[src/rtl/alu_step_ctrl.sv]
// Pushbutton-stepped operand/operation loader for a downstream ALU datapath.
// A debounced key press walks A -> B -> OP -> SHOW and strobes the matching load.
module alu_step_ctrl #(
    parameter logic [19:0] DB_CYCLES = 20'd500000,
    parameter int unsigned SETTLE    = 3
) (
    input  logic        clk,
    input  logic        rst,
    input  logic        key,
    input  logic [31:0] sw,
    output logic [31:0] data,
    output logic [3:0]  op,
    output logic        ld_a,
    output logic        ld_b,
    output logic        ld_f,
    output logic [1:0]  stage,
    output logic        busy
);

    localparam int unsigned CW = $clog2(SETTLE + 1);
    localparam logic [CW-1:0] SETTLE_LD = CW'(SETTLE);
    localparam logic [CW-1:0] CNT_ONE   = CW'(32'd1);
    localparam logic [19:0]   DB_LAST   = DB_CYCLES - 20'd1;

    typedef enum logic [1:0] {
        S_A    = 2'd0,
        S_B    = 2'd1,
        S_OP   = 2'd2,
        S_SHOW = 2'd3
    } state_t;

    logic          key_meta_r;
    logic          key_sync_r;
    logic          db_level_r;
    logic          db_prev_r;
    logic [19:0]   db_cnt_r;
    logic          press_s;

    state_t        state_r;
    state_t        next_state_s;
    logic [31:0]   data_r;
    logic [31:0]   next_data_s;
    logic [3:0]    op_r;
    logic [3:0]    next_op_s;
    logic          ld_a_r;
    logic          next_ld_a_s;
    logic          ld_b_r;
    logic          next_ld_b_s;
    logic          ld_f_r;
    logic          next_ld_f_s;
    logic          busy_r;
    logic          next_busy_s;
    logic [CW-1:0] settle_cnt_r;
    logic [CW-1:0] next_settle_cnt_s;

    // Two-flop synchronizer for the asynchronous key.
    always_ff @(posedge clk or posedge rst) begin
        if (rst) begin
            key_meta_r <= 1'b0;
            key_sync_r <= 1'b0;
        end else begin
            key_meta_r <= key;
            key_sync_r <= key_meta_r;
        end
    end

    // Debounce: the level follows the synchronized key only after DB_CYCLES unbroken differing cycles.
    always_ff @(posedge clk or posedge rst) begin
        if (rst) begin
            db_level_r <= 1'b0;
            db_prev_r  <= 1'b0;
            db_cnt_r   <= 20'd0;
        end else begin
            db_prev_r <= db_level_r;
            if (key_sync_r != db_level_r) begin
                if (db_cnt_r == DB_LAST) begin
                    db_level_r <= key_sync_r;
                    db_cnt_r   <= 20'd0;
                end else begin
                    db_cnt_r <= db_cnt_r + 20'd1;
                end
            end else begin
                db_cnt_r <= 20'd0;
            end
        end
    end

    assign press_s = db_level_r & ~db_prev_r;

    // Step sequencer and settle countdown: computes the next value of every registered output.
    always_comb begin
        next_state_s      = state_r;
        next_data_s       = data_r;
        next_op_s         = op_r;
        next_ld_a_s       = 1'b0;
        next_ld_b_s       = 1'b0;
        next_ld_f_s       = 1'b0;
        next_busy_s       = busy_r;
        next_settle_cnt_s = settle_cnt_r;

        // busy implies a nonzero count, so the decrement never wraps
        if (busy_r) begin
            if (settle_cnt_r == CNT_ONE) begin
                next_ld_f_s       = 1'b1;
                next_busy_s       = 1'b0;
                next_settle_cnt_s = '0;
            end else begin
                next_settle_cnt_s = settle_cnt_r - CNT_ONE;
            end
        end else begin
            next_settle_cnt_s = '0;
        end

        case (state_r)
            S_A: begin
                if (press_s) begin
                    next_data_s  = sw;
                    next_ld_a_s  = 1'b1;
                    next_state_s = S_B;
                end else begin
                    next_state_s = S_A;
                end
            end
            S_B: begin
                if (press_s) begin
                    next_data_s  = sw;
                    next_ld_b_s  = 1'b1;
                    next_state_s = S_OP;
                end else begin
                    next_state_s = S_B;
                end
            end
            S_OP: begin
                if (press_s) begin
                    next_op_s         = sw[31:28];
                    next_busy_s       = 1'b1;
                    next_settle_cnt_s = SETTLE_LD;
                    next_state_s      = S_SHOW;
                end else begin
                    next_state_s = S_OP;
                end
            end
            S_SHOW: begin
                // presses during the countdown or on the capture cycle are dropped
                if (press_s && !busy_r && !ld_f_r) begin
                    next_state_s = S_A;
                end else begin
                    next_state_s = S_SHOW;
                end
            end
            default: begin
                next_state_s = S_A;
            end
        endcase
    end

    // State and output registers.
    always_ff @(posedge clk or posedge rst) begin
        if (rst) begin
            state_r      <= S_A;
            data_r       <= 32'd0;
            op_r         <= 4'd0;
            ld_a_r       <= 1'b0;
            ld_b_r       <= 1'b0;
            ld_f_r       <= 1'b0;
            busy_r       <= 1'b0;
            settle_cnt_r <= '0;
        end else begin
            state_r      <= next_state_s;
            data_r       <= next_data_s;
            op_r         <= next_op_s;
            ld_a_r       <= next_ld_a_s;
            ld_b_r       <= next_ld_b_s;
            ld_f_r       <= next_ld_f_s;
            busy_r       <= next_busy_s;
            settle_cnt_r <= next_settle_cnt_s;
        end
    end

    assign data  = data_r;
    assign op    = op_r;
    assign ld_a  = ld_a_r;
    assign ld_b  = ld_b_r;
    assign ld_f  = ld_f_r;
    assign stage = state_r;
    assign busy  = busy_r;

endmodule

[config.mk]
export PLATFORM = sky130hd
export DESIGN_NAME = alu_step_ctrl
export DESIGN_NICKNAME = d
export VERILOG_FILES = /design/src/rtl/alu_step_ctrl.sv
export SDC_FILE = /design/constraint.sdc
export NUM_CORES = 1
export LEC_CHECK = 0
export BUFFER_PORTS_ARGS = -buffer_cell sky130_fd_sc_hd__buf_2
export CAP_MARGIN = 20
export CORE_ASPECT_RATIO = 0.7
export CORE_MARGIN = 2
export CORE_UTILIZATION = 35
export CTS_CLUSTER_DIAMETER = 120
export DETAILED_ROUTE_END_ITERATION = 7
export GPL_TIMING_DRIVEN = 0
export SETUP_SLACK_MARGIN = 0.4
export SYNTH_ARGS = -nofsm -noshare
export SYNTH_HDL_FRONTEND = slang
export SYNTH_SLANG_ARGS = --single-unit
[constraint.sdc]
create_clock -name clk -period 2.4 [get_ports clk]
set_input_delay 0.12 -clock clk [delete_from_list [all_inputs] [get_ports clk]]
set_output_delay 0.12 -clock clk [all_outputs]
set_load 0.02 [all_outputs]
======== Yosys cells after proc, flatten, opt, wreduce, memory -nomap -nowiden ========
Index checks and enable logic that the tools add are counted.
storage, ports and cells
  bits in registers ....................... 68
  input port bits ......................... 35
  output and inout port bits .............. 42
  logic and storage cells ................. 52
operators by class
  reduce and logical (&&, ||, !) cells .... 9
  add/subtract/negate cells ............... 2
  multiplexer cells ....................... 20
  bitwise operators ....................... 2
  equal/unequal tests ..................... 6
operators by type and width
  cell                   count
  $mux 20                2
  $add 20x1->20 const B  1
  $eq 20x19->1 const B   1
  $mux 2                 6
  $mux 1                 11
  $pmux 2 s4             1
  $reduce_and 2->1       3
  $eq 2x1->1 const B     2
  $eq 2x2->1 const B     2
  $logic_and 1x1->1      2
  $logic_not 1->1        2
  $logic_not 2->1        1
  $reduce_or 2->1        1
  $sub 2x1->2 const B    1
  $and 1x1->1            1
  $ne 1x1->1             1
  $not 1->1              1

======== Logic depth before layout (Yosys ltp) ========
Gate-level depths: netlist of run 1.
  depth in word-level cells ............... 6
  mapped depth ............................ 6
  gate-level depth less buffers ........... 5

======== Worst setup path before layout of run 1 ========
OpenSTA, ideal clock, no wires.
  path kind ............................... register -> register
  from .................................... reg db_cnt_r[0]
  to ...................................... reg db_cnt_r[16]
  data arrival time ....................... 1.856 ns
  path slack .............................. 0.466 ns
  library setup time ...................... 0.078 ns
  buffers on the path ..................... 1
  stages on the path, launching flop included .. 7
  data required time ...................... 2.322 ns
  clock period less this slack ............ 1.934 ns
  cell sequence ........................... dfrtp_1 -> ha_1 -> nand4_2 -> or3_1 -> buf_2 -> or4_1 -> a21oi_1
between the ends
  cells in the longest elaborated chain, start to end .. 3
  elaborated cells on any way between the ends .. 4
  those cells by class .................... add/sub (1); eq/ne (1); mux (2)
RTL lines
  element                                               line    source
  start, declared                                       36      logic [19:0] db_cnt_r;
  start signal, assigned                                80      db_cnt_r <= db_cnt_r + 20'd1;
  $add 20x1->20 / $eq 20x19->1 (equally long branches)  80, 76
  $mux 20 (*)                                           76      if (db_cnt_r == DB_LAST) begin
  $mux 20 (*)                                           75      if (key_sync_r != db_level_r) begin
Mark *: on every way between the ends. The rest lies on a longest branch, timed or not.
A chain may end at the register's enable or synchronous reset.

======== Worst setup path in the final report of run 1 ========
  from .................................... reg db_cnt_r[3]
  to ...................................... reg db_cnt_r[19]
The elaborated chain is that of the path after synthesis.

==> impl_results.md, run 1 <==
- Status: complete, no violations
- Final hold vios: 0
- Compound-Gate Fraction of Synth Area: 0.0443
- Top cells by count, synth: dfrtp_1, mux2_2, nand2_1
- Peak supply drop: 392 µV
- Nets: 356
- CTS sink cnt: 68
- Post-synth EDFFs: 0
- Max-cap viol count: 0
- Crit path cell chain: nand3_2 > or4_1 > buf_2 > or4_1 > a21oi_1
- Worst Setup Path Type: register to register
- Max Slew Vio Count: 0
- Drt drc: 0
- Worst Path Arrival: 2130 ps
- Pre-CTS WS: 314 ps
- Clock buffer count from CTS: 9
- Number of diodes: 0
- Fmax: 531 MHz
- Synth Flop Type: dfrtp_1
- Post-synth ARST share: 1.00
- Fin crit period: 1880 ps
- Setup Skew: 3.65 ps
- Largest family of logic cells by synthesized area: simple AND/OR/NAND/NOR gates
- Remaining antenna violation count: 0
- Worst-skew pair later-pin latency: 320 ps
- Critical path capture point type: register
- Worst-margin pin slew: 800 ps
- Hold slack: 18.4 ps
- Combinational share of power: 0.031
- Layout cells sized above 1: 0.463
- Int Power: 2.10 mW
- Clock transition at path regs: 60 ps
- Pwr Density: 710 nW/µm²
- Critical Path RT: 2650 ps
- # rows: 27
- I/O pin cnt: 77
- # setup viols final: 0
- Post-synthesis mux area share: 0.134
- Register-to-register setup slack: 520 ps
- Vias in the first global route: 1975
- Ys Warns: 0
- Die area: 8650 µm²
- Flop pwr share: 0.440
- H-tree depth: 3
- Grt total ovfl: 0
- Crit-path max cell delay: 540 ps
- CTS root buf: clkbuf_16
- Max-slew headroom: 0.467
- Most frequent cell after synthesis: dfrtp_1
- Synth area leader: dfrtp_1
- Post-Synth XOR/XNOR Area: 0.0380
- First-pass GRT wire length: 9040 µm
- CP max FO: 10
- Die Wd: 110 µm
- CP max-delay cell: or4_1
- Post-Syn Area: 2770 µm²
- Initial Util: 0.356
- Vias per cell: 4.70
- Final worst-path cycle share: 0.784
- Crit path buffers/inverters: 1
- Via Count: 1999
- Most used cell, CP: or4_1
- Syn nets: 261
- RSZ-0062 raised after global routing: false
- Port buffer count: 76
- Sequential-to-total area share from yosys stat: 0.615
- Routability cong.: 0.734
- Area Growth Syn to Fin: 34.0%
- Pin count of the biggest net entering global routing: 69
- Iter 0 DRT Violations: 102
- TritonCTS clock tree: yes
- First-pass iteration count of the detailed router: 7
- Clock Power Share: 0.530
- Min-delay worst type: input pin to register
- Sw Ratio: 0.201
- Adder-cell share of the synthesized area: 0.00904
- Post-DP HPWL: 3780 µm
- Overall Global Routing Usage: 0.136
- Core outline area: 7770 µm²
- Synth cell types: 31
- Simple-gate share of the synthesized area: 0.137
- Synth Register Bits: 68
- Avg Cell Area, Syn: 12.4 µm²
- CP top delay family: simple AND/OR/NAND/NOR gates
- Syn Inst Count: 224
- Die H: 78.4 µm
- Max clock buf depth: 2
- Initial antenna violation count: 0
- Net Switching: 528 µW
- Final worst slack: 517 ps
- Critical path launch point type: register
- Top cell type's share of synthesized area: 0.615
- Most area-consuming cells after synthesis: dfrtp_1, mux2_2, nand2_1
- Avg WL per Cell: 12.4 µm
- Total Wirelength: 5280 µm
- Leakage: 1.88 nW
[area by class of cell]
type | instances | area, µm²
fill | 703 | 4060
sequential | 68 | 1710
multi-input combinational | 141 | 1040
timing repair buffer | 84 | 445
clock buffer | 9 | 225
tap | 101 | 126
clock inverter | 7 | 98.8
buffer | 8 | 40.0
inverter | 7 | 28.8
[state kept, by name (all words and copies together), names as in the netlist]
signal	cells
key_meta_r	1
ld_a	1
data	32
ld_b	1
op	4
key_sync_r	1
db_cnt_r	20
settle_cnt_r	2
db_level_r	1
ld_f	1
db_prev_r	1
stage	2
busy	1
[through the flow]
step | TNS (ps) | total power, mW | cell area [µm²] | utilization | std cells
2_1_floorplan | 0 | 1.21 | 2770 | - | 224
3_3_place_gp | -20120 | 1.24 | 3270 | 0.421 | 401
3_5_place_dp | 0 | 1.25 | 3280 | 0.422 | 401
4_1_cts | 0 | 2.67 | 3650 | 0.470 | 420
5_1_grt | 0 | 2.75 | 3710 | 0.477 | 425
6_report | 0 | 2.63 | 3710 | 0.477 | 425
[cells in the final DEF, fill, tap and decap left out, types with 2 or more instances in the layout]
cell            n
inv_6           2
xnor2_1         9
dlygate4sd3_1   2
buf_2          81
nand4_1         2
nor2b_1         2
nand3_1         5
bufinv_16       2
clkbuf_2        3
clkbuf_16       9
inv_1           6
nand3_2         2
nor4_1          4
or3_1           5
dfrtp_1        65
nor2_1         17
buf_4           6
and2_1          2
or4_1           4
xor2_1          3
a21oi_1         7
nand2_1        21
o21ai_0         6
mux2_2         33
dfrtp_2         3
o31ai_1         4
[cells by family (layout without fill, tap and decap cells)]
logic type               after synthesis  in the layout
flip-flops                            68             68
AO/OA/AOI/OAI                         21             21
buffers and inverters                 15            115
XOR/XNOR                              12             12
adder cells (fa/ha/maj)                2              2
multiplexers                          33             33
AND/OR/NAND/NOR                       73             73
[worst paths after layout]
path | from | end | cells after the start
max | db_cnt_r[3] | db_cnt_r[19] | 5
max reg2reg | db_cnt_r[3] | db_cnt_r[19] | 5
min reg2reg | key_meta_r | key_sync_r | 0
max in group asynchronous | rst | db_cnt_r[2] | 3
min | sw[29] | op[1] | 3
min in group asynchronous | rst | data[11] | 3
[power by group through the flow]
stage / clock [mW] / sequential [mW] / combinational (mW)
after floorplan: 0 / 1.18 / 0.0299
after detailed placement: 0 / 1.18 / 0.0666
after global routing: 1.50 / 1.16 / 0.0933
after CTS: 1.44 / 1.16 / 0.0742
final: 1.39 / 1.16 / 0.0803
after global placement: 0 / 1.18 / 0.0657
[metal layers]
metal / track usage / share of wire / up-vias / routed length [µm]
met5: 0 / 0 / - / 0
met1: 0.175 / 0.48 / 969 / 2550
met3: 0.0581 / 0.077 / 7 / 408
met2: 0.210 / 0.43 / 50 / 2250
li1: - / - / 973 / -
met4: 0.0375 / 0.012 / 0 / 65
[timing repair]
| action | CTS | global route |
|---|---|---|
| pin swaps | 0 | 3 |
| resized for setup | 4 | 12 |
| hold buffers | 2 | 0 |
| cloned | 0 | 0 |
| endpoints found under the hold margin | 31 | 0 |
| endpoints found under the setup margin | 30 | 45 |
| buffers inserted | 1 | 5 |
[worst reg2reg max path, stage by stage, from the launching register on]
cell and delay [ps]:
dfrtp_2 420, nand3_2 130, or4_1 540, buf_2 180
or4_1 400, a21oi_1 140
No activity file was read; power rests on OpenSTA's default activity.
==> run 2, diff against run 1 <==
==> constraint.sdc (replaced) <==
create_clock -name clk -period 1.75 [get_ports clk]
set_input_delay 0.0875 -clock clk [delete_from_list [all_inputs] [get_ports clk]]
set_output_delay 0.0875 -clock clk [all_outputs]
set_load 0.02 [all_outputs]
==> run 2 against run 1 <==
The flow now finishes with violations (setup timing). Maximum frequency fell by 1.6%. Worst setup slack got worse by 680 ps. Die area unchanged. Total power rose by 37%. Register-to-register slack got worse by 680 ps. Critical path type unchanged.
==> impl_results.md, run 2 (synthesized netlist as in run 1, its figures left out) <==
- Vias in the first global route: 2386 (+21%)
- Die H: 78.4 µm (unchanged)
- Critical Path RT: 2000 ps (-650 ps)
- Min-delay worst type: input pin to asynchronous set/reset pin
- Finished Layout Cells: 489 (+15%)
- Pin count of the biggest net entering global routing: 27 (-61%)
- Fin crit period: 1910 ps (+31.5 ps)
- Fill count: 573 (-18%)
- Core outline area: 7770 µm² (unchanged)
- Final Core Density: 0.621 (+0.143)
- Max reg flops: 32 (unchanged)
- Final worst slack: -164 ps (-681 ps)
- Post-DP HPWL: 3910 µm (+3.6%)
- CP max FO: 5 (-5)
- Routability cong.: 0.770 (+4.8%)
- Pwr Density: 750 nW/µm² (+5.6%)
- Initial antenna violation count: 0 (unchanged)
- Fmax: 522 MHz (-1.6%)
- Worst-margin pin slew: 448 ps (-352 ps)
- Drt drc: 0 (unchanged)
- Critical path launch point type: register
- Critical path capture point type: register
- Commonest non-fill, non-tap cell in the layout: buf_2
- I/O pin cnt: 77 (unchanged)
- Peak supply drop: 491 µV (+25%)
- Max clock buf depth: 2 (unchanged)
- Nets: 420 (+18%)
- Worst Path Arrival: 2160 ps (+30 ps)
- Pre-CTS WS: -184 ps (-498 ps)
- Area Growth Syn to Fin: 74.2%
- Worst Setup Path Type: register to register
- Launch instance of the worst register-to-register path: db_cnt_r[0]
- Worst-skew pair later-pin latency: 330 ps (about the same)
- RSZ-0062 raised after global routing: true
- Max-cap viol count: 0 (unchanged)
- Iter 0 DRT Violations: 94 (-7.8%)
- # rows: 27 (unchanged)
- Total Wirelength: 7780 µm (+47%)
- Leakage: 2.30 nW (+22%)
- H-tree depth: 3 (unchanged)
- Setup Skew: 7.93 ps (+4.29 ps)
- Failing checks: setup timing
- Vias per cell: 4.75 (+1.1%)
- Initial Util: 0.356 (unchanged)
- Final hold vios: 0 (unchanged)
- Cells after DPL: 403 (+0.50%)
- Crit path cell chain: buf_6 > nand2_4 > or4_4 > buf_6 > or4_4 > a21oi_2
- Crit path buffers/inverters: 2 (+1)
- Max Slew Vio Count: 0 (unchanged)
- Crit-path max cell delay: 520 ps (-20 ps)
- Grt total ovfl: 0 (unchanged)
- Remaining antenna violation count: 0 (unchanged)
- Final worst-path cycle share: 1.09 (+0.309)
- CTS sink cnt: 68 (unchanged)
- CP max-delay cell: or4_4
- Die Wd: 110 µm (unchanged)
- Number of diodes: 0 (unchanged)
- Overall Global Routing Usage: 0.181 (+0.0453)
- CP top delay family: simple AND/OR/NAND/NOR gates
- Die area: 8650 µm² (unchanged)
- Crit path launch: db_cnt_r[0]
- Via Count: 2325 (+16%)
- Port buffer count: 76 (unchanged)
- Status: finished, violations left
- Clock transition at path regs: 60 ps (about the same)
- Layout cells sized above 1: 0.549 (+0.0860)
- TritonCTS clock tree: yes
- CTS root buf: clkbuf_16
- First-pass iteration count of the detailed router: 4 (-3)
- Max-slew headroom: 0.701 (+0.234)
- Avg WL per Cell: 15.9 µm (+28%)
- Most frequent cells in the layout: buf_2, dfrtp_1, dlygate4sd3_1
- First-pass GRT wire length: 11900 µm (+31%)
- Clock buffer count from CTS: 9 (unchanged)
- # setup viols final: 21 (+21)
[run 2: changes by cell type in the layout (fill, tap and decap cells not counted), sizes merged]
cell / delta
bufinv: -1
clkinvlp: +2
buf: +33
inv: -3
clkinv: +1
dlygate4sd3: +32
[run 2: cell type report]
| class | count | area (µm²) | share of cell area |
|---|---|---|---|
| Timing Repair Buffer | 148 | 1180 | 0.244 |
| Clock inverter | 6 | 63.8 | 0.0132 |
| Buffer | 8 | 138 | 0.0285 |
| Sequential cell | 68 | 1710 | 0.355 |
| Multi-Input combinational cell | 141 | 1340 | 0.277 |
| Tap cell | 101 | 126 | 0.0262 |
| Inverter | 7 | 30.0 | 0.00623 |
| Clock buffer | 10 | 239 | 0.0496 |
[run 2: path summary, 6_finish.rpt]
kind                                end  slack, ps  cells past startpoint
max in group asynchronous      stage[1]        750                      5
min reg2reg                  key_sync_r        350                      0
min in group clk             key_sync_r        350                      0
max reg2reg                db_cnt_r[19]       -160                      6
max                        db_cnt_r[19]       -160                      6
min                         db_cnt_r[5]        330                      3
[run 2: per-layer routing]
layer  wire length (µm)  vias to the layer above  track usage
met3                369                       13       0.0573
met1               3340                     1152        0.235
met4                107                        0       0.0650
met5                  0                        -            0
li1                   -                     1095            -
met2               3970                       65        0.286
[run 2: per-stage QoR]
| step | power (mW) | instance area (µm²) | TNS [ps] | hold slack [ps] |
|---|---|---|---|---|
| 2_1_floorplan | 1.67 | 2980 | -42.8 | 119 |
| 3_3_place_gp | 1.72 | 3490 | -572 | 197 |
| 3_5_place_dp | 1.73 | 3530 | -832 | 121 |
| 4_1_cts | 3.62 | 4640 | -270 | 321 |
| 5_1_grt | 3.76 | 4820 | -3470 | 342 |
| 6_report | 3.61 | 4820 | -1210 | 327 |
[run 2: worst min-delay path: stages]
cell and delay [ps]:
dlygate4sd3_1 530, buf_2 140, clkinvlp_4 310
[run 2: report_power, final]
group          total [mW]  switching [mW]  internal, mW  leakage, nW
Sequential           1.59         0.00939          1.58        0.911
Clock                1.81           0.672          1.14        0.144
Combinational       0.214          0.0891         0.125         1.25
[run 2: timing repair]
item                                    in CTS  in global routing
hold buffers                                34                  0
buffers inserted                            22                  8
pin swaps                                    8                 12
resized for setup                           43                 27
endpoints found under the hold margin       55                  0
gates cloned                                 5                  1
endpoints found under the setup margin      54                 52
